`src/rtl/ahb_rr_arbiter_if.sv`:
```
// Arbitration-side AHB signals shared between the masters/mux and the round-robin arbiter.
// Port names follow the AHB signal names used throughout the interconnect.
interface ahb_rr_arbiter_if #(
  parameter int unsigned NUM_M = 4
);
  logic [NUM_M-1:0] HBUSREQ;
  logic [NUM_M-1:0] HLOCK;
  logic [1:0]       HTRANS;
  logic [2:0]       HBURST;
  logic             HREADY;
  logic [1:0]       HRESP;
  logic [NUM_M-1:0] HGRANT;
  logic [3:0]       HMASTER;
  logic [3:0]       HMASTERD;
  logic             HMASTLOCK;

  // Bus side: masters and muxed slave response drive the arbiter inputs
  modport master (
    output HBUSREQ, HLOCK, HTRANS, HBURST, HREADY, HRESP,
    input  HGRANT, HMASTER, HMASTERD, HMASTLOCK
  );

  // Arbiter side
  modport slave (
    input  HBUSREQ, HLOCK, HTRANS, HBURST, HREADY, HRESP,
    output HGRANT, HMASTER, HMASTERD, HMASTLOCK
  );
endinterface

```
`src/rtl/ahb_rr_arbiter.sv`:
```
// Round-robin AHB arbiter: rotates the address bus among NUM_M masters without
// breaking fixed-length or locked bursts; all outputs come straight from flops.
module ahb_rr_arbiter #(
  parameter int unsigned NUM_M     = 4,
  parameter int unsigned DEFAULT_M = 0
) (
  input  logic          HCLK,
  input  logic          HRESET,
  ahb_rr_arbiter_if.slave bus
);
  localparam int unsigned IW = (NUM_M > 2) ? 2 : 1;
  localparam int unsigned BW = 5;

  localparam logic [1:0] TR_IDLE   = 2'd0;
  localparam logic [1:0] TR_NONSEQ = 2'd2;
  localparam logic [1:0] TR_SEQ    = 2'd3;

  typedef enum logic [1:0] {
    S_IDLE = 2'd0,
    S_FIX  = 2'd1,
    S_INCR = 2'd2,
    S_LOCK = 2'd3
  } state_t;

  state_t           state_q, state_n, nonseq_target;
  logic [BW-1:0]    beats_left, beats_n, burst_len;
  logic [IW-1:0]    grant_idx, last_idx, own_idx, win_idx, cand;
  logic             win_found;
  logic [NUM_M-1:0] win_onehot;
  logic [NUM_M-1:0] hgrant_q;
  logic [3:0]       hmaster_q, hmasterd_q;
  logic             hmastlock_q;
  logic             acc_nonseq, acc_seq, err, own_req, own_lock, arb_ok;

  assign own_idx    = hmaster_q[IW-1:0];
  assign own_req    = bus.HBUSREQ[own_idx];
  assign own_lock   = bus.HLOCK[own_idx];
  assign acc_nonseq = bus.HREADY && (bus.HTRANS == TR_NONSEQ);
  assign acc_seq    = bus.HREADY && (bus.HTRANS == TR_SEQ);
  assign err        = bus.HREADY && (bus.HRESP != 2'd0);

  // Burst length in beats; 0 marks an undefined-length INCR
  always_comb begin
    burst_len = 5'd16;
    case (bus.HBURST)
      3'd0:       burst_len = 5'd1;
      3'd1:       burst_len = 5'd0;
      3'd2, 3'd3: burst_len = 5'd4;
      3'd4, 3'd5: burst_len = 5'd8;
      default:    burst_len = 5'd16;
    endcase
  end

  always_comb begin
    nonseq_target = S_IDLE;
    if (own_lock)                nonseq_target = S_LOCK;
    else if (burst_len > 5'd1)   nonseq_target = S_FIX;
    else if (burst_len == 5'd0)  nonseq_target = S_INCR;
  end

  // Next state and beat counter
  always_comb begin
    state_n = state_q;
    beats_n = beats_left;
    if (acc_nonseq)                          beats_n = burst_len - 5'd1;
    else if (acc_seq && beats_left != 5'd0)  beats_n = beats_left - 5'd1;

    case (state_q)
      S_IDLE: if (acc_nonseq) state_n = nonseq_target;
      S_FIX: begin
        if (acc_nonseq)                           state_n = nonseq_target;
        else if (acc_seq && beats_left == 5'd1)   state_n = S_IDLE;
      end
      S_INCR: begin
        if (acc_nonseq) state_n = nonseq_target;
        else if (bus.HREADY && (!own_req || bus.HTRANS == TR_IDLE)) state_n = S_IDLE;
      end
      S_LOCK: if (bus.HREADY && !own_lock && bus.HTRANS == TR_IDLE) state_n = S_IDLE;
      default: state_n = S_IDLE;
    endcase

    // A non-OKAY response abandons the burst (SPLIT handled as RETRY)
    if (err) begin
      state_n = S_IDLE;
      beats_n = '0;
    end
  end

  assign arb_ok = bus.HREADY &&
                  ((state_n == S_IDLE) || (state_q == S_IDLE && !acc_nonseq));

  // Round-robin search starting just after the last real winner
  always_comb begin
    win_found = 1'b0;
    win_idx   = IW'(DEFAULT_M);
    cand      = '0;
    for (int unsigned k = 1; k <= NUM_M; k++) begin
      cand = IW'((32'(last_idx) + k) % NUM_M);
      if (!win_found && bus.HBUSREQ[cand]) begin
        win_found = 1'b1;
        win_idx   = cand;
      end
    end
  end

  always_comb begin
    win_onehot          = '0;
    win_onehot[win_idx] = 1'b1;
  end

  always_ff @(posedge HCLK) begin
    if (HRESET) begin
      state_q     <= S_IDLE;
      beats_left  <= '0;
      grant_idx   <= IW'(DEFAULT_M);
      last_idx    <= IW'(DEFAULT_M);
      hgrant_q    <= NUM_M'(1) << DEFAULT_M;
      hmaster_q   <= 4'(DEFAULT_M);
      hmasterd_q  <= 4'(DEFAULT_M);
      hmastlock_q <= 1'b0;
    end else if (bus.HREADY) begin
      state_q     <= state_n;
      beats_left  <= beats_n;
      hmaster_q   <= 4'(grant_idx);
      hmasterd_q  <= hmaster_q;
      hmastlock_q <= bus.HLOCK[grant_idx];
      if (arb_ok) begin
        grant_idx <= win_idx;
        hgrant_q  <= win_onehot;
        if (win_found) last_idx <= win_idx;
      end
    end
  end

  assign bus.HGRANT    = hgrant_q;
  assign bus.HMASTER   = hmaster_q;
  assign bus.HMASTERD  = hmasterd_q;
  assign bus.HMASTLOCK = hmastlock_q;
endmodule

```
`src/flat_wrapper.sv`:
```
// flat-port wrapper written by rule: the top's interface ports become plain ports
module ahb_rr_arbiter_flat 
#(
  parameter int unsigned NUM_M     = 4,
  parameter int unsigned DEFAULT_M = 0
)
  (HCLK, HRESET, bus_HBUSREQ, bus_HLOCK, bus_HTRANS, bus_HBURST, bus_HREADY, bus_HRESP, bus_HGRANT, bus_HMASTER, bus_HMASTERD, bus_HMASTLOCK);
  ahb_rr_arbiter_if #(.NUM_M(NUM_M)) bus_i ();
  input  logic HCLK;
  input  logic HRESET;
  input wire logic [$bits(bus_i.HBUSREQ)-1:0] bus_HBUSREQ;
  input wire logic [$bits(bus_i.HLOCK)-1:0] bus_HLOCK;
  input wire logic [$bits(bus_i.HTRANS)-1:0] bus_HTRANS;
  input wire logic [$bits(bus_i.HBURST)-1:0] bus_HBURST;
  input wire logic [$bits(bus_i.HREADY)-1:0] bus_HREADY;
  input wire logic [$bits(bus_i.HRESP)-1:0] bus_HRESP;
  output wire logic [$bits(bus_i.HGRANT)-1:0] bus_HGRANT;
  output wire logic [$bits(bus_i.HMASTER)-1:0] bus_HMASTER;
  output wire logic [$bits(bus_i.HMASTERD)-1:0] bus_HMASTERD;
  output wire logic [$bits(bus_i.HMASTLOCK)-1:0] bus_HMASTLOCK;
  assign bus_i.HBUSREQ = bus_HBUSREQ;
  assign bus_i.HLOCK = bus_HLOCK;
  assign bus_i.HTRANS = bus_HTRANS;
  assign bus_i.HBURST = bus_HBURST;
  assign bus_i.HREADY = bus_HREADY;
  assign bus_i.HRESP = bus_HRESP;
  assign bus_HGRANT = bus_i.HGRANT;
  assign bus_HMASTER = bus_i.HMASTER;
  assign bus_HMASTERD = bus_i.HMASTERD;
  assign bus_HMASTLOCK = bus_i.HMASTLOCK;
  ahb_rr_arbiter #(.NUM_M(NUM_M), .DEFAULT_M(DEFAULT_M)) u_core (.HCLK(HCLK), .HRESET(HRESET), .bus(bus_i));
endmodule
```
`config.mk`:
```
export PLATFORM = sky130hd
export DESIGN_NAME = ahb_rr_arbiter_flat
export DESIGN_NICKNAME = d
export VERILOG_FILES = /design/src/rtl/ahb_rr_arbiter_if.sv /design/src/rtl/ahb_rr_arbiter.sv /design/src/flat_wrapper.sv
export SDC_FILE = /design/constraint.sdc
export NUM_CORES = 1
export LEC_CHECK = 0
export ABC_AREA = 1
export CAP_MARGIN = 20
export CORE_ASPECT_RATIO = 0.8
export CORE_MARGIN = 5
export CORE_UTILIZATION = 51
export CTS_CLUSTER_SIZE = 20
export DETAILED_ROUTE_END_ITERATION = 8
export GPL_TIMING_DRIVEN = 0
export PLACE_DENSITY = 0.84
export SYNTH_ARGS = -nofsm -noshare
export SYNTH_HDL_FRONTEND = slang
export SYNTH_SLANG_ARGS = --single-unit
```
`constraint.sdc`:
```
create_clock -name HCLK -period 1.9 [get_ports HCLK]
set_input_delay 0.475 -clock HCLK [delete_from_list [all_inputs] [get_ports HCLK]]
set_output_delay 0.475 -clock HCLK [all_outputs]
set_load 0.01 [all_outputs]
```
# Word level (Yosys, flattened, before mapping)
# Cells that the tools add are included.
# word_totals
regBits,20
output_inout_bits,13
wordCells,108
input_bits,18
# op_classes
addsub,6
n_reduce_logical,35
n_mux,39
magnitude_cmp,9
n_eq_ne,11
# op_table
op,count
two-way mux 2 bit,14
"less-than comparator 2 x 3 -> 1 bit, second input constant",7
one-hot mux 5 bit (4 select lines),1
two-way mux 5 bit,3
binary-select mux 1 bit (select 2 bit),7
logical AND 1 bit,14
two-way mux 1 bit,12
"subtractor 5 x 1 -> 5 bit, second input constant",2
"equality test 2 bit, second input constant",4
one-hot mux 2 bit (4 select lines),1
"equality test 3 x 2 -> 1 bit, second input constant",2
"equality test 3 bit, second input constant",2
logical NOT 1 bit,6
logical NOT 2 bit,3
"equality test 5 x 1 -> 1 bit, second input constant",1
"greater-than comparator 5 x 1 -> 1 bit, second input constant",1
logical NOT 5 bit,1
nonzero test 5 bit,1
"adder 2 x 1 -> 2 bit, second input constant",2
"adder 2 bit, second input constant",2
AND reduction 2 bit,2
OR reduction 2 bit,2
"equality test 3 x 1 -> 1 bit, second input constant",1
logical NOT 3 bit,1
other kinds (7),8

# Longest topological paths before layout
# logic_depth
ltp_word,17
ltp_mapped,15
ltp_nobuf,14

# Least setup slack after synthesis
# Ideal clock, no wire load.
# synth_path
kind,input port to flip-flop
from,input port bus_HBURST[2]
to,"register u_core.hgrant_q[1], in the netlist u_core.bus.HGRANT[1]"
setup_time_ps,68
n_path_buf,0
setup_slack_ps,195
t_required_ps,1832
stages,13
arrival_time_ps,1637
cell_sequence,inv_1 -> ha_1 -> inv_1 -> ha_1 -> nand3_1 -> nand2_1 -> nand2_1 -> nand3_1 -> nand2_2 -> nand2_4 -> nor2_4 -> nand2_1 -> a21oi_2
# synth_between
elab_chain_len,14
word_cells_on_any_way,23
cone_classes,order compare (1); eq/ne (5); mux (9); reduce/logical (8)
# synth_lines
element,line_no,text
start: declaration,flat_wrapper.sv:14,input wire logic [$bits(bus_i.HBURST)-1:0] bus_HBURST;
equality test 3 bit or equality test 3 x 2 -> 1 bit (tied branches),ahb_rr_arbiter.sv:45,case (bus.HBURST)
OR reduction 2 bit,ahb_rr_arbiter.sv:45,
one-hot mux 5 bit (4 select lines) *,ahb_rr_arbiter.sv:45,
"parallel branches: the longest is 2 deep, another holds greater-than comparator 5 x 1 -> 1 bit",n/a,
two-way mux 2 bit *,ahb_rr_arbiter.sv:57,else if (burst_len > 5'd1) nonseq_target = S_FIX;
two-way mux 2 bit *,ahb_rr_arbiter.sv:56,if (own_lock) nonseq_target = S_LOCK;
two-way mux 2 bit (on tied branches),"ahb_rr_arbiter.sv:75, ahb_rr_arbiter.sv:71, ahb_rr_arbiter.sv:69",
one-hot mux 2 bit (4 select lines) *,ahb_rr_arbiter.sv:68,case (state_q)
two-way mux 2 bit *,ahb_rr_arbiter.sv:83,if (err) begin
logical NOT 2 bit *,ahb_rr_arbiter.sv:90,((state_n == S_IDLE) || (state_q == S_IDLE && !acc_nonseq));
logical OR 1 bit *,ahb_rr_arbiter.sv:90,
logical AND 1 bit *,ahb_rr_arbiter.sv:89,assign arb_ok = bus.HREADY &&
AND reduction 2 bit (no source line) *,n/a,
end signal: assignment,ahb_rr_arbiter.sv:117,hgrant_q <= NUM_M'(1) << DEFAULT_M;
end signal: assignment,ahb_rr_arbiter.sv:129,hgrant_q <= win_onehot;
end: declaration,ahb_rr_arbiter.sv:30,logic [NUM_M-1:0] hgrant_q;
# Every way passes the cells marked *.
# A chain may end at the register's enable or synchronous reset.

# Final worst setup path
# layout_path
from,input port bus_HLOCK[3]
to,"register u_core.hgrant_q[1], in the netlist u_core.bus.HGRANT[1]"
# layout_between
elab_chain_len,12
word_cells_on_any_way,16
cone_classes,mux (9); reduce/logical (7)
# layout_lines
element,line_no,text
start: declaration,flat_wrapper.sv:12,input wire logic [$bits(bus_i.HLOCK)-1:0] bus_HLOCK;
binary-select mux 1 bit (select 2 bit) *,ahb_rr_arbiter.sv:37,assign own_lock = bus.HLOCK[own_idx];
two-way mux 1 bit (not written as such) *,ahb_rr_arbiter.sv:37,
logical NOT 1 bit,ahb_rr_arbiter.sv:78,S_LOCK: if (bus.HREADY && !own_lock && bus.HTRANS == TR_IDLE) state_n = S_IDLE;
logical AND 1 bit (2 in a row),ahb_rr_arbiter.sv:78,
two-way mux 2 bit,ahb_rr_arbiter.sv:78,
one-hot mux 2 bit (4 select lines) *,ahb_rr_arbiter.sv:68,
two-way mux 2 bit *,ahb_rr_arbiter.sv:83,
logical NOT 2 bit *,ahb_rr_arbiter.sv:90,
logical OR 1 bit *,ahb_rr_arbiter.sv:90,
logical AND 1 bit *,ahb_rr_arbiter.sv:89,
AND reduction 2 bit (no source line) *,n/a,
# Every way passes the cells marked *; elsewhere a longest branch is shown, timed or not. The select of a mux whose other input is x is not followed.

==> summary.txt <==
post-layout net count: 304
initial cell density of the core: 0.5452
Post-synth EDFFs: 0
number of antenna violations at the first check in global routing: 0
relative slew slack: 0.6411
global-route wire length before repair: 5871 um
Cell Rows: 17
multi-input gate area in the final layout: 1065 um2
total of endpoints with negative setup slack in the final report: 0
Die Outline Area: 4258 um2
part of the power in registers: 0.254
maximum number of pins on one net before global-route repair: 11
Num CTS Buffers: 3
proportion of layout cells with a drive suffix above 1: 0.2327
number of clock sinks: 20
core box area: 2850 um2
top-area cell type share of the netlist area: 0.2576
total internal power: 1.253 mW
asr flop ratio synth: 0
P per Cell Area: 1183 nW/um2
sequential area share after synthesis: 0.2576
time the worst path needs with I/O delays and setup: 1.867 ns
Avg WL per Cell: 11.53 um
Power Total: 2.396 mW
area after detailed placement: 1873 um2
global routing met3 resource utilization: 0.05254
maximum single-stage delay on the critical path: 0.44 ns
Layout Cells excl Fill: 313
Detail Route Antenna Nets: 0
clock tree from TritonCTS: done
data arrival time of the critical path: 2.06 ns
vias in the first global route: 1,323
first-pass iteration count of the detailed router: 4
register bit total from synthesis: 20
Longest Clk Path Bufs: 2
instance count of the mapped netlist: 237
cell family with most CP delay: simple AND/OR/NAND/NOR gates
synthesis warning total: 0
post-placement setup slack: -0.4728 ns
grt peak-use layer: met2
post-synthesis instance area: 1554 um2
launching element type of the critical path: input pin
worst setup path class: input pin to flip-flop
cell types occupying the most area after synthesis: sky130_fd_sc_hd__dfxtp_1, sky130_fd_sc_hd__nand2_1, sky130_fd_sc_hd__ha_1
Post-Route Hold Slack: 0.4765 ns
clock transition at the register clock pins on the worst setup and hold paths after CTS: 0.07 ns
kind of end point of the critical path: flip-flop
combinational group share of total power: 0.633
overall routing resource usage: 0.1719
Post-Place Cells: 304
routed vias: 1,595
DRC: 0
Layout Cell Area excl Fill: 2024 um2
Final Util: 0.7103
ordered cell list for the critical path: clkdlybuf4s50_1, nand2_1, nand3_1, nand2_2, nand2_1, nand2_1, nand3_1, nand2_2, nand2_4, nor2_4, nand2_2, a21oi_2
post-route clock period utilization: 0.9825
setup TNS: 0 ns
DRC marker count from the first detailed-route iteration: 99
count of endpoints failing hold in the final timing report: 0
Static Leak: 0.9834 nW
count of filler cells inserted in the layout: 248
Antenna Cells: 0
pins over their slew limit: 0
HPWL after detailed placement: 2704 um
number of distinct standard cells referenced by the synthesized netlist: 33
total I/O pin count: 31
cts hold-fix bufs: 0
die span in y: 59.37 um
mean cell area of the mapped netlist: 6.557 um2
CP Data Required Time: 2.09 ns
die span in x: 71.72 um
maximum level of the CTS H-tree: 1
most instantiated flip-flop cell in the synthesis netlist: sky130_fd_sc_hd__dfxtp_1
met1 track demand over resource in global routing: 0.2528
area taken by flip-flops and latches: 400.4 um2
number of vias per cell: 5.096
Root Buffer Master: sky130_fd_sc_hd__clkbuf_8
sw frac: 0.4769
count of input and output buffers: 26
part of the total power dissipated in the clock network: 0.113
Final Wtd Congestion: 0.8731
final critical-path setup slack: 0.03332 ns
power spent charging and discharging nets: 1.143 mW
Worst Tran Pin Value: 0.5383 ns
synthesis-to-layout area growth: 30.27%
peak clock frequency supported by timing: 535.7 MHz
hold crit path type: flip-flop to flip-flop
Max stage delay cell, worst path: sky130_fd_sc_hd__clkdlybuf4s50_1
Max rail drop VDD: 0.9439 mV
cell taking the most area after synthesis: sky130_fd_sc_hd__dfxtp_1
aggregate global routing overflow: 0
final worst clock skew: 0.002284 ns
Buf/Inv on CP: 1
GR Layer Usage met2: 0.2539
outcome: completed
largest fanout of any net on the critical path: 4
maximum capacitance violations: 0
clock latency on the worst-skew pair: 0.25 ns
Final Routed Wirelength: 3608 um
-- tightest hold or removal path: cells and delay by family, from the launching register on --
family | cells | cell delay (ns)
simple gates | 1 | 0.07
flops | 1 | 0.31
compound gates | 1 | 0.05
-- final timing paths --
kind | from | to | slack, ns | cells past startpoint
worst min register to register | u_core.bus.HGRANT[3]$_SDFFE_PP0P_ | u_core.bus.HGRANT[3]$_SDFFE_PP0P_ | 0.48 | 2
worst max register to register | u_core.bus.HMASTER[0]$_SDFFE_PP0P_ | u_core.bus.HGRANT[1]$_SDFFE_PP0P_ | 0.18 | 12
worst max-delay path | bus_HLOCK[3] | u_core.bus.HGRANT[1]$_SDFFE_PP0P_ | 0.03 | 12
worst min-delay path | u_core.bus.HGRANT[3]$_SDFFE_PP0P_ | u_core.bus.HGRANT[3]$_SDFFE_PP0P_ | 0.48 | 2
-- repair_timing --
item | 4_1_cts | 5_1_grt
resized for setup | 8 | 21
setup endpoints to repair | 11 | 10
setup buffers | 4 | 1
pin swaps | 5 | 10
cloned | 1 | 0
-- cell type report --
class	count	share of cell area
sequential	20	0.1978
tap	38	0.02349
multi-input combinational	186	0.5260
inverter	28	0.05686
clock buffer	3	0.02040
buffer	7	0.02472
timing repair buffer	31	0.1508
-- power groups by stage --
stage	Clock [mW]	Combinational, mW	Sequential (mW)
2_1_floorplan	0	1.05	0.622
3_3_place_gp	0	1.36	0.614
3_5_place_dp	0	1.39	0.615
4_1_cts	0.273	1.41	0.608
5_1_grt	0.305	1.66	0.624
6_report	0.270	1.52	0.610
-- per-layer routing --
metal  vias to the layer above  wire [um]
met5                         -          0
met4                         0         25
met3                         4        281
met2                        53       1421
met1                       704       1879
li1                        834          -
-- cells in the final DEF (no fill, tap or decap), types with 3 or more instances in the layout --
master                             n
sky130_fd_sc_hd__o21ai_0          11
sky130_fd_sc_hd__clkbuf_8          3
sky130_fd_sc_hd__dfxtp_1          20
sky130_fd_sc_hd__nand3_1          15
sky130_fd_sc_hd__nand2_4           4
sky130_fd_sc_hd__nor2_1           13
sky130_fd_sc_hd__conb_1            4
sky130_fd_sc_hd__buf_4             9
sky130_fd_sc_hd__ha_1              8
sky130_fd_sc_hd__inv_1            20
sky130_fd_sc_hd__dlymetal6s2s_1    4
sky130_fd_sc_hd__nand2_2          19
sky130_fd_sc_hd__clkdlybuf4s50_1  18
sky130_fd_sc_hd__nand2_1          66
sky130_fd_sc_hd__a21oi_1          15
sky130_fd_sc_hd__inv_2             6
sky130_fd_sc_hd__a21oi_2           3
sky130_fd_sc_hd__nor2_2            3
sky130_fd_sc_hd__nor2_4            5
-- synthesized netlist by cell type, types with 2 or more instances --
| library cell | n |
|---|---|
| sky130_fd_sc_hd__nand2_1 | 69 |
| sky130_fd_sc_hd__inv_1 | 22 |
| sky130_fd_sc_hd__dfxtp_1 | 20 |
| sky130_fd_sc_hd__nand3_1 | 17 |
| sky130_fd_sc_hd__a21oi_1 | 16 |
| sky130_fd_sc_hd__nand2_2 | 16 |
| sky130_fd_sc_hd__nor2_1 | 15 |
| sky130_fd_sc_hd__o21ai_0 | 13 |
| sky130_fd_sc_hd__ha_1 | 9 |
| sky130_fd_sc_hd__inv_2 | 5 |
| sky130_fd_sc_hd__buf_4 | 4 |
| sky130_fd_sc_hd__a21oi_2 | 3 |
| sky130_fd_sc_hd__nand2_4 | 3 |
| sky130_fd_sc_hd__nor2_2 | 3 |
| sky130_fd_sc_hd__nor2_4 | 3 |
| sky130_fd_sc_hd__xor2_1 | 2 |
-- sequential cells by signal, indices dropped and copies added, names as in the netlist --
register and cells:
u_core.grant_idx 2, u_core.bus.HMASTER 2, u_core.beats_left 5, u_core.bus.HGRANT 4, u_core.state_q 2, u_core.bus.HMASTERD 2
u_core.bus.HMASTLOCK 1, u_core.last_idx 2
-- logic make-up after synthesis --
family,Yosys count,share of synthesized area
compound gates,38,0.1425
flops,20,0.2576
mux,1,0.006441
xor+xnor,3,0.01691
simple gates,130,0.3969
buf+inv,35,0.1047
fa+ha+maj,9,0.07247
other cells,1,0.002413
(Power assumes the default switching activity.)
